--- src/rtl/imem_boot_loader.sv ---
// ---------------------------------------------------------------------------
// imem_boot_loader
//
// Serial program loader that sits in front of the instruction memory of a
// 16-bit single-cycle core. A byte stream arrives over a valid/ready
// handshake in this frame layout:
//   LEN_HI LEN_LO {HI LO} x length CHK
// Each HI/LO pair becomes one big-endian instruction word, and that word is
// written to memory at byte address 2*index. CHK is the XOR of every byte
// before it. The core is held in reset until a load completes cleanly.
//
// Ports:
//   clk           system clock, rising edge
//   reset         synchronous, active-high reset
//   start         one-cycle pulse that begins a load (honoured in IDLE/DONE/ERROR)
//   rx_data       incoming stream byte
//   rx_valid      rx_data is valid
//   rx_ready      loader accepts a byte this cycle (decoded from state)
//   imem_we       instruction memory write strobe, one cycle per word
//   imem_addr     byte address of the word being written
//   imem_wdata    instruction word {high byte, low byte}
//   cpu_reset     core reset, low only after a successful load
//   busy          a load is in progress
//   done          last load succeeded
//   error         last load failed (bad length or bad checksum)
//   words_loaded  words written in the current or last load
// ---------------------------------------------------------------------------
module imem_boot_loader #(
    parameter int MAX_WORDS = 256,
    parameter int ADDR_W    = 16
) (
    input  logic              clk,
    input  logic              reset,
    input  logic              start,
    input  logic [7:0]        rx_data,
    input  logic              rx_valid,
    output logic              rx_ready,
    output logic              imem_we,
    output logic [ADDR_W-1:0] imem_addr,
    output logic [15:0]       imem_wdata,
    output logic              cpu_reset,
    output logic              busy,
    output logic              done,
    output logic              error,
    output logic [15:0]       words_loaded
);

    typedef enum logic [3:0] {
        IDLE,
        LEN_HI,
        LEN_LO,
        DATA_HI,
        DATA_LO,
        WRITE,
        CHK,
        DONE,
        ERROR
    } state_t;

    // 17 bits so a length of exactly 0x10000 words could never alias to 0.
    localparam logic [16:0] MAX_WORDS_L = 17'(MAX_WORDS);

    state_t              state_q, state_d;
    logic [15:0]         length_q, length_d;
    logic [15:0]         index_q, index_d;
    logic [7:0]          chk_q, chk_d;
    logic [7:0]          hi_q, hi_d;
    logic                imem_we_q, imem_we_d;
    logic [ADDR_W-1:0]   imem_addr_q, imem_addr_d;
    logic [15:0]         imem_wdata_q, imem_wdata_d;
    logic                cpu_reset_q, cpu_reset_d;
    logic                busy_q, busy_d;
    logic                done_q, done_d;
    logic                error_q, error_d;
    logic [15:0]         words_loaded_q, words_loaded_d;

    logic                accept;
    logic [15:0]         length_full;

    always_comb begin
        rx_ready = (state_q == LEN_HI) || (state_q == LEN_LO) ||
                   (state_q == DATA_HI) || (state_q == DATA_LO) ||
                   (state_q == CHK);
    end

    assign accept      = rx_valid && rx_ready;
    assign length_full = {length_q[15:8], rx_data};

    always_comb begin
        // NOTE: every signal gets a default before the case statement, so no
        // path through the block leaves one unassigned and no latch is inferred.
        state_d        = state_q;
        length_d       = length_q;
        index_d        = index_q;
        chk_d          = chk_q;
        hi_d           = hi_q;
        imem_we_d      = 1'b0;
        imem_addr_d    = imem_addr_q;
        imem_wdata_d   = imem_wdata_q;
        cpu_reset_d    = cpu_reset_q;
        busy_d         = busy_q;
        done_d         = done_q;
        error_d        = error_q;
        words_loaded_d = words_loaded_q;

        case (state_q)
            IDLE, DONE, ERROR: begin
                if (start) begin
                    state_d        = LEN_HI;
                    done_d         = 1'b0;
                    error_d        = 1'b0;
                    words_loaded_d = '0;
                    index_d        = '0;
                    chk_d          = '0;
                    busy_d         = 1'b1;
                    cpu_reset_d    = 1'b1;
                end
            end
            LEN_HI: begin
                if (accept) begin
                    length_d = {rx_data, length_q[7:0]};
                    chk_d    = chk_q ^ rx_data;
                    state_d  = LEN_LO;
                end
            end
            LEN_LO: begin
                if (accept) begin
                    length_d = length_full;
                    chk_d    = chk_q ^ rx_data;
                    if ((length_full == '0) || ({1'b0, length_full} > MAX_WORDS_L)) begin
                        state_d = ERROR;
                        error_d = 1'b1;
                        busy_d  = 1'b0;
                    end else begin
                        state_d = DATA_HI;
                    end
                end
            end
            DATA_HI: begin
                if (accept) begin
                    hi_d    = rx_data;
                    chk_d   = chk_q ^ rx_data;
                    state_d = DATA_LO;
                end
            end
            DATA_LO: begin
                // The strobe is registered, so it lands in the WRITE cycle
                // together with the address and data captured here.
                if (accept) begin
                    chk_d        = chk_q ^ rx_data;
                    imem_we_d    = 1'b1;
                    imem_wdata_d = {hi_q, rx_data};
                    imem_addr_d  = ADDR_W'({index_q, 1'b0});
                    state_d      = WRITE;
                end
            end
            WRITE: begin
                index_d        = index_q + 16'd1;
                words_loaded_d = words_loaded_q + 16'd1;
                state_d        = (index_q + 16'd1 == length_q) ? CHK : DATA_HI;
            end
            CHK: begin
                if (accept) begin
                    busy_d = 1'b0;
                    if (rx_data == chk_q) begin
                        state_d     = DONE;
                        done_d      = 1'b1;
                        cpu_reset_d = 1'b0;
                    end else begin
                        state_d = ERROR;
                        error_d = 1'b1;
                    end
                end
            end
            default: state_d = IDLE;
        endcase
    end

    always_ff @(posedge clk) begin
        // NOTE: state is updated with non-blocking assignments so every flop
        // samples the pre-edge values regardless of statement order.
        if (reset) begin
            state_q        <= IDLE;
            length_q       <= '0;
            index_q        <= '0;
            chk_q          <= '0;
            hi_q           <= '0;
            imem_we_q      <= 1'b0;
            imem_addr_q    <= '0;
            imem_wdata_q   <= '0;
            cpu_reset_q    <= 1'b1;
            busy_q         <= 1'b0;
            done_q         <= 1'b0;
            error_q        <= 1'b0;
            words_loaded_q <= '0;
        end else begin
            state_q        <= state_d;
            length_q       <= length_d;
            index_q        <= index_d;
            chk_q          <= chk_d;
            hi_q           <= hi_d;
            imem_we_q      <= imem_we_d;
            imem_addr_q    <= imem_addr_d;
            imem_wdata_q   <= imem_wdata_d;
            cpu_reset_q    <= cpu_reset_d;
            busy_q         <= busy_d;
            done_q         <= done_d;
            error_q        <= error_d;
            words_loaded_q <= words_loaded_d;
        end
    end

    assign imem_we      = imem_we_q;
    assign imem_addr    = imem_addr_q;
    assign imem_wdata   = imem_wdata_q;
    assign cpu_reset    = cpu_reset_q;
    assign busy         = busy_q;
    assign done         = done_q;
    assign error        = error_q;
    assign words_loaded = words_loaded_q;

endmodule

--- config.mk ---
export PLATFORM = sky130hd
export DESIGN_NAME = imem_boot_loader
export DESIGN_NICKNAME = d
export VERILOG_FILES = /design/src/rtl/imem_boot_loader.sv
export SDC_FILE = /design/constraint.sdc
export NUM_CORES = 1
export LEC_CHECK = 0
export BUFFER_PORTS_ARGS = -buffer_cell sky130_fd_sc_hd__clkbuf_2
export CAP_MARGIN = 20
export CORE_MARGIN = 4
export CORE_UTILIZATION = 65
export CTS_BUF_LIST = sky130_fd_sc_hd__clkbuf_8
export DETAILED_ROUTE_END_ITERATION = 8
export HOLD_SLACK_MARGIN = 0.08
export PLACE_DENSITY = 0.91
export SLEW_MARGIN = 20
export SYNTH_ARGS = -nofsm -noshare
export SYNTH_HDL_FRONTEND = slang
export SYNTH_SLANG_ARGS = --single-unit
--- constraint.sdc ---
create_clock -name clk -period 6.9 [get_ports clk]
set_clock_uncertainty 0.05 [all_clocks]
set_input_delay 0.69 -clock clk [delete_from_list [all_inputs] [get_ports clk]]
set_output_delay 0.69 -clock clk [all_outputs]
set_load 0.05 [all_outputs]
**Word-level counts from Yosys, hierarchy flattened**

Cells that the tools add are included.

- Register bits: 104
- Bits in latches: 0
- Bits in writable memories: 0
- Memory bits (read-only): 0
- Bits of input ports: 12
- Output and inout bits: 54
- Logic and storage cells: 103
- Memories: 0

- Add/subtract/negate cells: 2
- $mul: 0
- Div/mod/pow operators: 0
- Magnitude comparators: 1
- Equal/unequal tests: 20
- Shift operators: 0
- Multiplexer cells: 37
- Bitwise gates (word level): 4
- Reduce and logical (&&, ||, !) cells: 25

Operator list:

| cell | number |
|---|---|
| one-hot mux 16 bit (2 select lines) | 3 |
| adder 16 x 1 -> 16 bit, second input constant | 2 |
| 2-to-1 mux 16 bit | 2 |
| 2-to-1 mux 4 bit | 8 |
| one-hot mux 4 bit (7 select lines) | 1 |
| 2-to-1 mux 8 bit | 3 |
| equality test 16 bit | 1 |
| equality test 4 x 3 -> 1 bit, second input constant | 4 |
| greater-than comparator 16 x 9 -> 1 bit, second input constant | 1 |
| zero test 16 bit | 1 |
| one-hot mux 8 bit (2 select lines) | 1 |
| 2-to-1 mux 1 bit | 14 |
| != test 2 bit, second input constant | 7 |
| AND reduction 6 bit | 2 |
| AND reduction 3 bit | 3 |
| equality test 4 x 2 -> 1 bit, second input constant | 2 |
| equality test 8 bit | 1 |
| XOR 8 bit | 1 |
| != test 2 x 1 -> 1 bit, second input constant | 3 |
| one-hot mux 1 bit (3 select lines) | 2 |
| AND reduction 2 bit | 3 |
| nonzero test 2 bit | 3 |
| logical OR 1 bit | 5 |
| AND reduction 5 bit | 1 |
| other kinds (12) | 15 |

**Depth between registers and ports, before layout**

Gate-level depths: netlist of run 1.

- Word-level depth: 8
- Mapped depth: 8
- Depth with buffers taken out: 7

**Worst setup path after synthesis of run 1**

OpenSTA, ideal clock, no wires.

- Path kind: input-to-reg
- From: input port rx_data[5]
- To: register state_q[0]
- Library setup time: 116 ps
- Arrival: 2,318 ps
- Data required time: 6,734 ps
- Slack: 4,416 ps
- Stages: 7
- Path buffers: 1
- Cells stage by stage: buf_2 > or4_1 > or3_1 > nand3_2 > o221ai_1 > mux2_1 > o211a_1

- Cells in the longest elaborated chain, start to end: 5
- Elaborated cells on any way between the ends: 9
- Classes of those cells: order compare (1); eq/ne (1); mux (5); reduce/logical (2)

Ends and longest elaborated chain:

| element | RTL line | source |
|---|---|---|
| from (decl) | 35 | `input logic [7:0] rx_data,` |
| greater-than comparator 16 x 9 -> 1 bit / zero test 16 bit (equally long branches) | 130 | `if ((length_full == '0) \|\| ({1'b0, length_full} > MAX_WORDS_L)) begin` |
| logical OR 1 bit | 130 |  |
| 2-to-1 mux 4 bit | 130 |  |
| 2-to-1 mux 4 bit | 127 | `if (accept) begin` |
| one-hot mux 4 bit (7 select lines) * | 106 | `case (state_q)` |
| to (signal assigned) | 197 | `state_q <= state_d;` |
| to (decl) | 63 | `state_t state_q, state_d;` |

Mark *: on every way between the ends. The rest lies on a longest branch, timed or not. The select of a mux whose other input is x is not followed.
A chain may end at the register's enable or synchronous reset.

**Worst setup path in the final report of run 1**

- From: register index_q[0]
- To: register state_q[0]

- Cells in the longest elaborated chain, start to end: 4

Ends and longest elaborated chain:

| element | RTL line | source |
|---|---|---|
| from (decl) | 65 | `logic [15:0] index_q, index_d;` |
| from (signal assigned) | 199 | `index_q <= index_d;` |
| adder 16 x 1 -> 16 bit | 160 | `state_d = (index_q + 16'd1 == length_q) ? CHK : DATA_HI;` |
| equality test 16 bit | 160 |  |
| 2-to-1 mux 3 bit | 160 |  |
| one-hot mux 4 bit (7 select lines) | 106 |  |

Every way passes these cells.

==> metrics.cfg, run 1 <==
[detailed_routing]
num_vias = 4923
ant_nets = 0
drt_iter0_drc = 288
viasPerCell = 6.17
wire_per_inst_um = 16.5
drc = 0
drt_pass1_iterations = 5
drt_wl_total_um = 13200

[layout]
final_common_cell = nand2_1
mostFrequentLayoutCells = nand2_1 (108), dfxtp_1 (104), a21oi_1 (85), clkbuf_2 (63), nor2_1 (58)
area_growth_pct = 7.63
nNetsFinal = 705
diodes = 0
drive_gt1_share_pct = 14.7
design_area_mm2 = 0.00567

[sta]
drv_slew = 0
worst-slew-pin-transition_ps = 990
period_minus_slack_ps = 2740
hold_viol_final = 0
fin_crit_sh_pct = 39.8
fmax_mhz = 365
rsz0062_at_grt = no
fin_tns_setup_ps = 0
setup_viol = 0
slew_headroom_pct = 34.0

[die]
start_util_pct = 67.4
die_x_um = 98
die_h_um = 98
coreArea_mm2 = 0.00781
rows = 32
dieArea_mm2 = 0.00960
ios = 66

[worst_setup_path]
cp_slowest_cell = or4_4
cp-end-kind = flip-flop
critPathMaxStageDelay_ps = 580
cp_max_fo = 8
path_class = flip-flop to flip-flop
worstPathCellList = ha_1 -> and3_1 -> nand3_4 -> nor4_2 -> o22ai_1 -> or4_4 -> o211a_1
crit_family = simple AND/OR/NAND/NOR gates
required_ps = 7120
critical_path_buf_inv_count = 0
critPathLaunchType = flip-flop
cp_data_arrival_time_ps = 2960

[hold_path]
hold_class = flip-flop to flip-flop

[clock_network]
clockRootBuffer = clkbuf_8
htree_levels = 3
cts_made_buffers = 9
clk_latency_ps = 390
post_cts_buffers = 0
ctsResizeCount = 0
clkSinkCount = 104
cts_hold_buf = 0
cts_tree = yes
clock_path_buffers = 2
clk_pin_slew_ps = 100

[global_routing]
grt_antenna_before_repair = 0
grt_pass1_wl_um = 22100
grt_use_met2_pct = 45.1
grt_pass1_vias = 4508
grt_use_total_pct = 27.5
use_met1_pct = 36.6
use_met3_pct = 5.71
busiest_layer = met2
gr-total-overflow = 0
grt_max_degree = 99

[logic_synthesis]
synth_ff_type = dfxtp_1
syn_area_mm2 = 0.00527
synth_fp_nets = 688
synth-edff-count = 0
synthArstFlopShare_pct = 0
synthCells = 674
ys_types = 66
ys_seq_area_share_pct = 39.5
ys_ff_latch = 104
synth_area_per_cell_um2 = 7.81
yosysWarnings = 0

[pwr]
p_leak_nw = 2.03
powerDensity_mw_per_mm2 = 263
ir_drop_mv = 0.211
p_total_mw = 1.49

[placed_design]
placed_cell_area_mm2 = 0.00545
numPortBuffers = 64
dp_hpwl_um = 9070
gp_congestion = 1.01

[flow_run]
maxCapViolations = 0

[run_status]
outcome = finished clean

power by group:
group | total, mW | internal (mW) | switching [mW]
registers | 0.700 | 0.636 | 0.0642
logic | 0.395 | 0.139 | 0.256
clock network | 0.396 | 0.149 | 0.246
total | 1.49 | 0.924 | 0.566
worst min-delay path, cell delays in order (launching register included):
cell and delay, ps:
dfxtp_1 330, inv_1 50, a21oi_1 50
metrics by stage:
step	hold slack (ps)	utilization [%]	std cells	setup slack, ps
final	407	72.6	798	4160
after detailed placement	396	69.7	782	4200
after global placement	386	69.7	782	4280
after global routing	423	72.6	798	3990
after CTS	411	72.5	798	4180
after floorplan	381	-	674	4420
cell type report:
type | count | area (um^2)
multi-input combinational | 501 | 2870
fill | 632 | 2140
sequential | 104 | 2080
timing repair buffer | 68 | 350
tap | 102 | 128
clock buffer | 9 | 124
clock inverter | 7 | 91.3
inverter | 7 | 26.3
cells in the mapped netlist (all sizes together) (2+ instances only):
master | number | share of area [%]
o21ai | 34 | 3.2
nand2b | 6 | 0.71
inv | 7 | 0.50
and3 | 4 | 0.57
a32oi | 3 | 0.50
nand3 | 31 | 3.4
xor2 | 20 | 3.3
a311oi | 5 | 0.83
or4 | 5 | 0.78
nand4 | 12 | 1.4
nand2 | 108 | 7.7
nor2 | 58 | 4.1
nand3b | 12 | 1.7
nor2b | 3 | 0.36
mux2i | 11 | 2.1
o311ai | 3 | 0.50
clkbuf | 39 | 2.8
and4 | 4 | 0.69
xnor2 | 14 | 2.5
mux2 | 6 | 1.3
nor3b | 10 | 1.4
nand4b | 2 | 0.33
nor3 | 15 | 1.4
ha | 2 | 0.48
and2 | 4 | 0.48
dfxtp | 104 | 40
a21oi | 85 | 8.1
o22ai | 4 | 0.48
a211oi | 2 | 0.38
or3 | 6 | 0.71
nor4 | 9 | 1.2
and3b | 2 | 0.33
a31oi | 4 | 0.48
buf | 23 | 2.9
worst paths after layout:
check / from / endpoint / slack [ps] / depth (start not counted)
min reg2reg: error$_SDFFE_PP0P_ / error$_SDFFE_PP0P_ / 410 / 2
min: error$_SDFFE_PP0P_ / error$_SDFFE_PP0P_ / 410 / 2
max: index_q[0]$_SDFFE_PP0P_ / state_q[0]$_SDFFE_PP0P_ / 4160 / 7
max reg2reg: index_q[0]$_SDFFE_PP0P_ / state_q[0]$_SDFFE_PP0P_ / 4160 / 7
flip-flops by register name, summed over array words and instances (netlist names), 4 cells and up:
register,count
imem_wdata,16
index_q,16
length_q,16
words_loaded,16
imem_addr,15
chk_q,8
hi_q,8
state_q,4
cells by family after synthesis:
kind of cell             Yosys count  share of synthesized area [%]
AND/OR/NAND/NOR                  294                           27.9
AO/OA/AOI/OAI                    153                           16.7
flip-flops                       104                           39.5
buffers and inverters             69                           6.15
XOR/XNOR                          34                           5.80
multiplexers                      17                           3.37
adder cells (fa/ha/maj)            2                          0.475
other                              1                         0.0712
per-layer routing:
| metal | share of wire [%] | vias to the layer above |
|---|---|---|
| li1 | - | 2378 |
| met1 | 43 | 2320 |
| met2 | 49 | 201 |
| met3 | 6.5 | 24 |
| met4 | 1.6 | 0 |
| met5 | 0 | - |
(Power assumes the default switching activity.)
==> run 2: changes to the inputs <==
ABC_AREA = 1   (was not set)
CORE_UTILIZATION = 54   (was 65)
PLACE_DENSITY = 0.81   (was 0.91)
clock period = 2.4 ns   (was 6.9 ns; I/O delays follow)
==> metrics.cfg, run 2 <==
[detailed_routing]
dr.max_layer_used = met4
drt_pass1_iterations = 7  ; +2
drc = 0  ; unchanged
drt_wl_total_um = 12400  ; -6.0%
num_vias = 4915  ; -0.16%
wl_met3_um = 789  ; -7.4%
wl_met2_um = 6060  ; -6.2%
drt-met1-wl_um = 5330  ; -5.4%
wire_per_inst_um = 14.0  ; -15%
ant_nets = 0  ; unchanged
drt_iter0_drc = 317  ; +10%
viasPerCell = 5.57  ; -9.8%

[sta]
fin_tns_setup_ps = 0  ; unchanged
fmax_mhz = 447
drv_slew = 0  ; unchanged
fin_crit_sh_pct = 93.2
setup_viol = 0  ; unchanged
timing.hold.ws_ps = 144  ; -263 ps
hold_viol_final = 0  ; unchanged
period_minus_slack_ps = 2240

[global_routing]
grt_max_degree = 64  ; -35%
grt_use_total_pct = 23.1  ; -4.4 points
gr-total-overflow = 0  ; unchanged
grt_antenna_before_repair = 0  ; unchanged
grt_pass1_vias = 4697  ; +4.2%
grt_pass1_wl_um = 21200  ; -3.8%

[layout]
design_area_mm2 = 0.00562  ; -0.77%
drive_gt1_share_pct = 15.4  ; +0.70 points
final_common_cell = nand2_1
nNetsFinal = 784  ; +11%
n_fill_cell = 809  ; +28%
area_growth_pct = 13.4
mostFrequentLayoutCells = nand2_1 (146), a21oi_1 (104), dfxtp_1 (103), inv_1 (94), clkbuf_2 (64)
fin_util_pct = 63.5  ; -9.0 points
diodes = 0  ; unchanged

[worst_setup_path]
r2r_start = state_q[0]$_SDFFE_PP0P_
cp_max_fo = 10  ; +2
cp-endpoint = rx_ready
critPathLaunchType = flip-flop
reg2reg_setup_slack_ps = 170  ; -3990 ps
reg2reg_depth = 14  ; +7
cp_data_arrival_time_ps = 1950  ; -1010 ps
timing.rr.end = imem_wdata[7]$_SDFFE_PP0P_
critical_path.startpoint = state_q[0]$_SDFFE_PP0P_
required_ps = 2110  ; -5010 ps
path_class = flip-flop to primary output
cp-end-kind = primary output

[logic_synthesis]
synthCells = 707  ; +4.9%
synth_area_per_cell_um2 = 7.02  ; -10%
ys_ff_latch = 104  ; unchanged
synth_fp_nets = 721  ; +4.8%
synth_common_cells = nand2_1 (146), a21oi_1 (104), dfxtp_1 (104), inv_1 (94), o21ai_0 (54)
syn_area_mm2 = 0.00496  ; -5.8%
synth_ff_type = dfxtp_1
synth.most_common_cell = nand2_1
synthArstFlopShare_pct = 0  ; unchanged
ys_seq_area_share_pct = 42.0  ; +2.4 points
synth_top_cell_area_share_pct = 42.0  ; +2.4 points
ys_types = 42  ; -36%
yosys-top-cells-area = dfxtp_1 (42%), nand2_1 (11%), a21oi_1 (10%), inv_1 (7.1%), o21ai_0 (5.4%)
synth-edff-count = 0  ; unchanged
synth_top_cell_by_area = dfxtp_1
yosysWarnings = 0  ; unchanged

[die]
start_util_pct = 56.1  ; -11 points
die_x_um = 104  ; +6.0%
ios = 66  ; unchanged
dieArea_mm2 = 0.0108  ; +12%
die_h_um = 104  ; +6.0%
rows = 34  ; +6.3%
coreArea_mm2 = 0.00885  ; +13%

[clock_network]
clk_latency_ps = 360  ; -30 ps
htree_levels = 3  ; unchanged
clock_path_buffers = 2  ; unchanged
cts_hold_buf = 0  ; unchanged
cts_made_buffers = 9  ; unchanged
clkSinkCount = 104  ; unchanged
cts_tree = yes
ctsResizeCount = 0  ; unchanged
clk_pin_slew_ps = 100  ; about the same
post_cts_buffers = 0  ; unchanged
clockRootBuffer = clkbuf_8

[pwr]
powerDensity_mw_per_mm2 = 796  ; +200%
ir_drop_mv = 0.803  ; +280%
p_leak_nw = 2.31  ; +14%
p_total_mw = 4.48  ; +200%

[placed_design]
dp_hpwl_um = 8790  ; -3.1%
gp_congestion = 1.01  ; +0.27%
placed_cell_area_mm2 = 0.00540  ; -0.76%
numPortBuffers = 64  ; unchanged

[run_status]
outcome = finished clean

[hold_path]
hold_class = input pin to flip-flop

[flow_run]
maxCapViolations = 0  ; unchanged

## run 2: layout make-up
cell class,instances,area [um^2],area share (%)
tap,108,135,2.40
multi-input combinational,478,2390,42.5
timing repair buffer,76,423,7.52
clock buffer,10,138,2.45
clock inverter,6,72.6,1.29
sequential,104,2080,37.0
inverter,101,382,6.79
## run 2: cells by family after synthesis
logic type	share of synthesized area, %
compound gates	19.7
simple gates	25.4
buf+inv	9.99
fa+ha+maj	0.504
flops	42.0
other cells	0.0756
xor+xnor	2.42
## run 2: through the flow
step / setup WS (ps) / cells
global route: -59.7 / 883
CTS: 177 / 883
global placement: 368 / 867
detailed placement: 226 / 867
floorplan: 380 / 707
finish: 164 / 883
## run 2: worst min-delay path by stage
stage,end,cells after the start,startpoint
6_report,length_q[10]$_SDFFE_PP0P_,3,rx_data[2]
5_1_grt,length_q[10]$_SDFFE_PP0P_,3,rx_data[2]
4_1_cts,length_q[10]$_SDFFE_PP0P_,3,rx_data[2]
3_5_place_dp,imem_addr[3]$_SDFFE_PP0P_,2,imem_addr[3]$_SDFFE_PP0P_
3_3_place_gp,imem_addr[12]$_SDFFE_PP0P_,2,imem_addr[12]$_SDFFE_PP0P_
2_1_floorplan,length_q[10]$_SDFFE_PP0P_,2,rx_data[2]
## run 2: critical path, cell delays in order, from the launching register on
cell	delay (ps)
dfxtp_1	460
inv_1	90
nor2_1	130
nand2_1	110
nor2_2	200
nor2_2	80
nand2_4	130
nor2_4	50
inv_2	70
clkbuf_2	270
## run 2: where the power goes
group          internal [mW]  leakage (nW)  total, mW  switching (mW)
clock network          0.527         0.104       1.17           0.641
registers               1.87         0.841       1.99           0.119
logic                  0.385          1.37       1.32           0.932
total                   2.79          2.31       4.48            1.69
## run 2: layer usage
layer / GRT usage (%) / vias up
li1: - / 2440
met1: 28.9 / 2261
met2: 40.1 / 196
met3: 3.79 / 18
met4: 8.07 / 0
met5: 0 / -
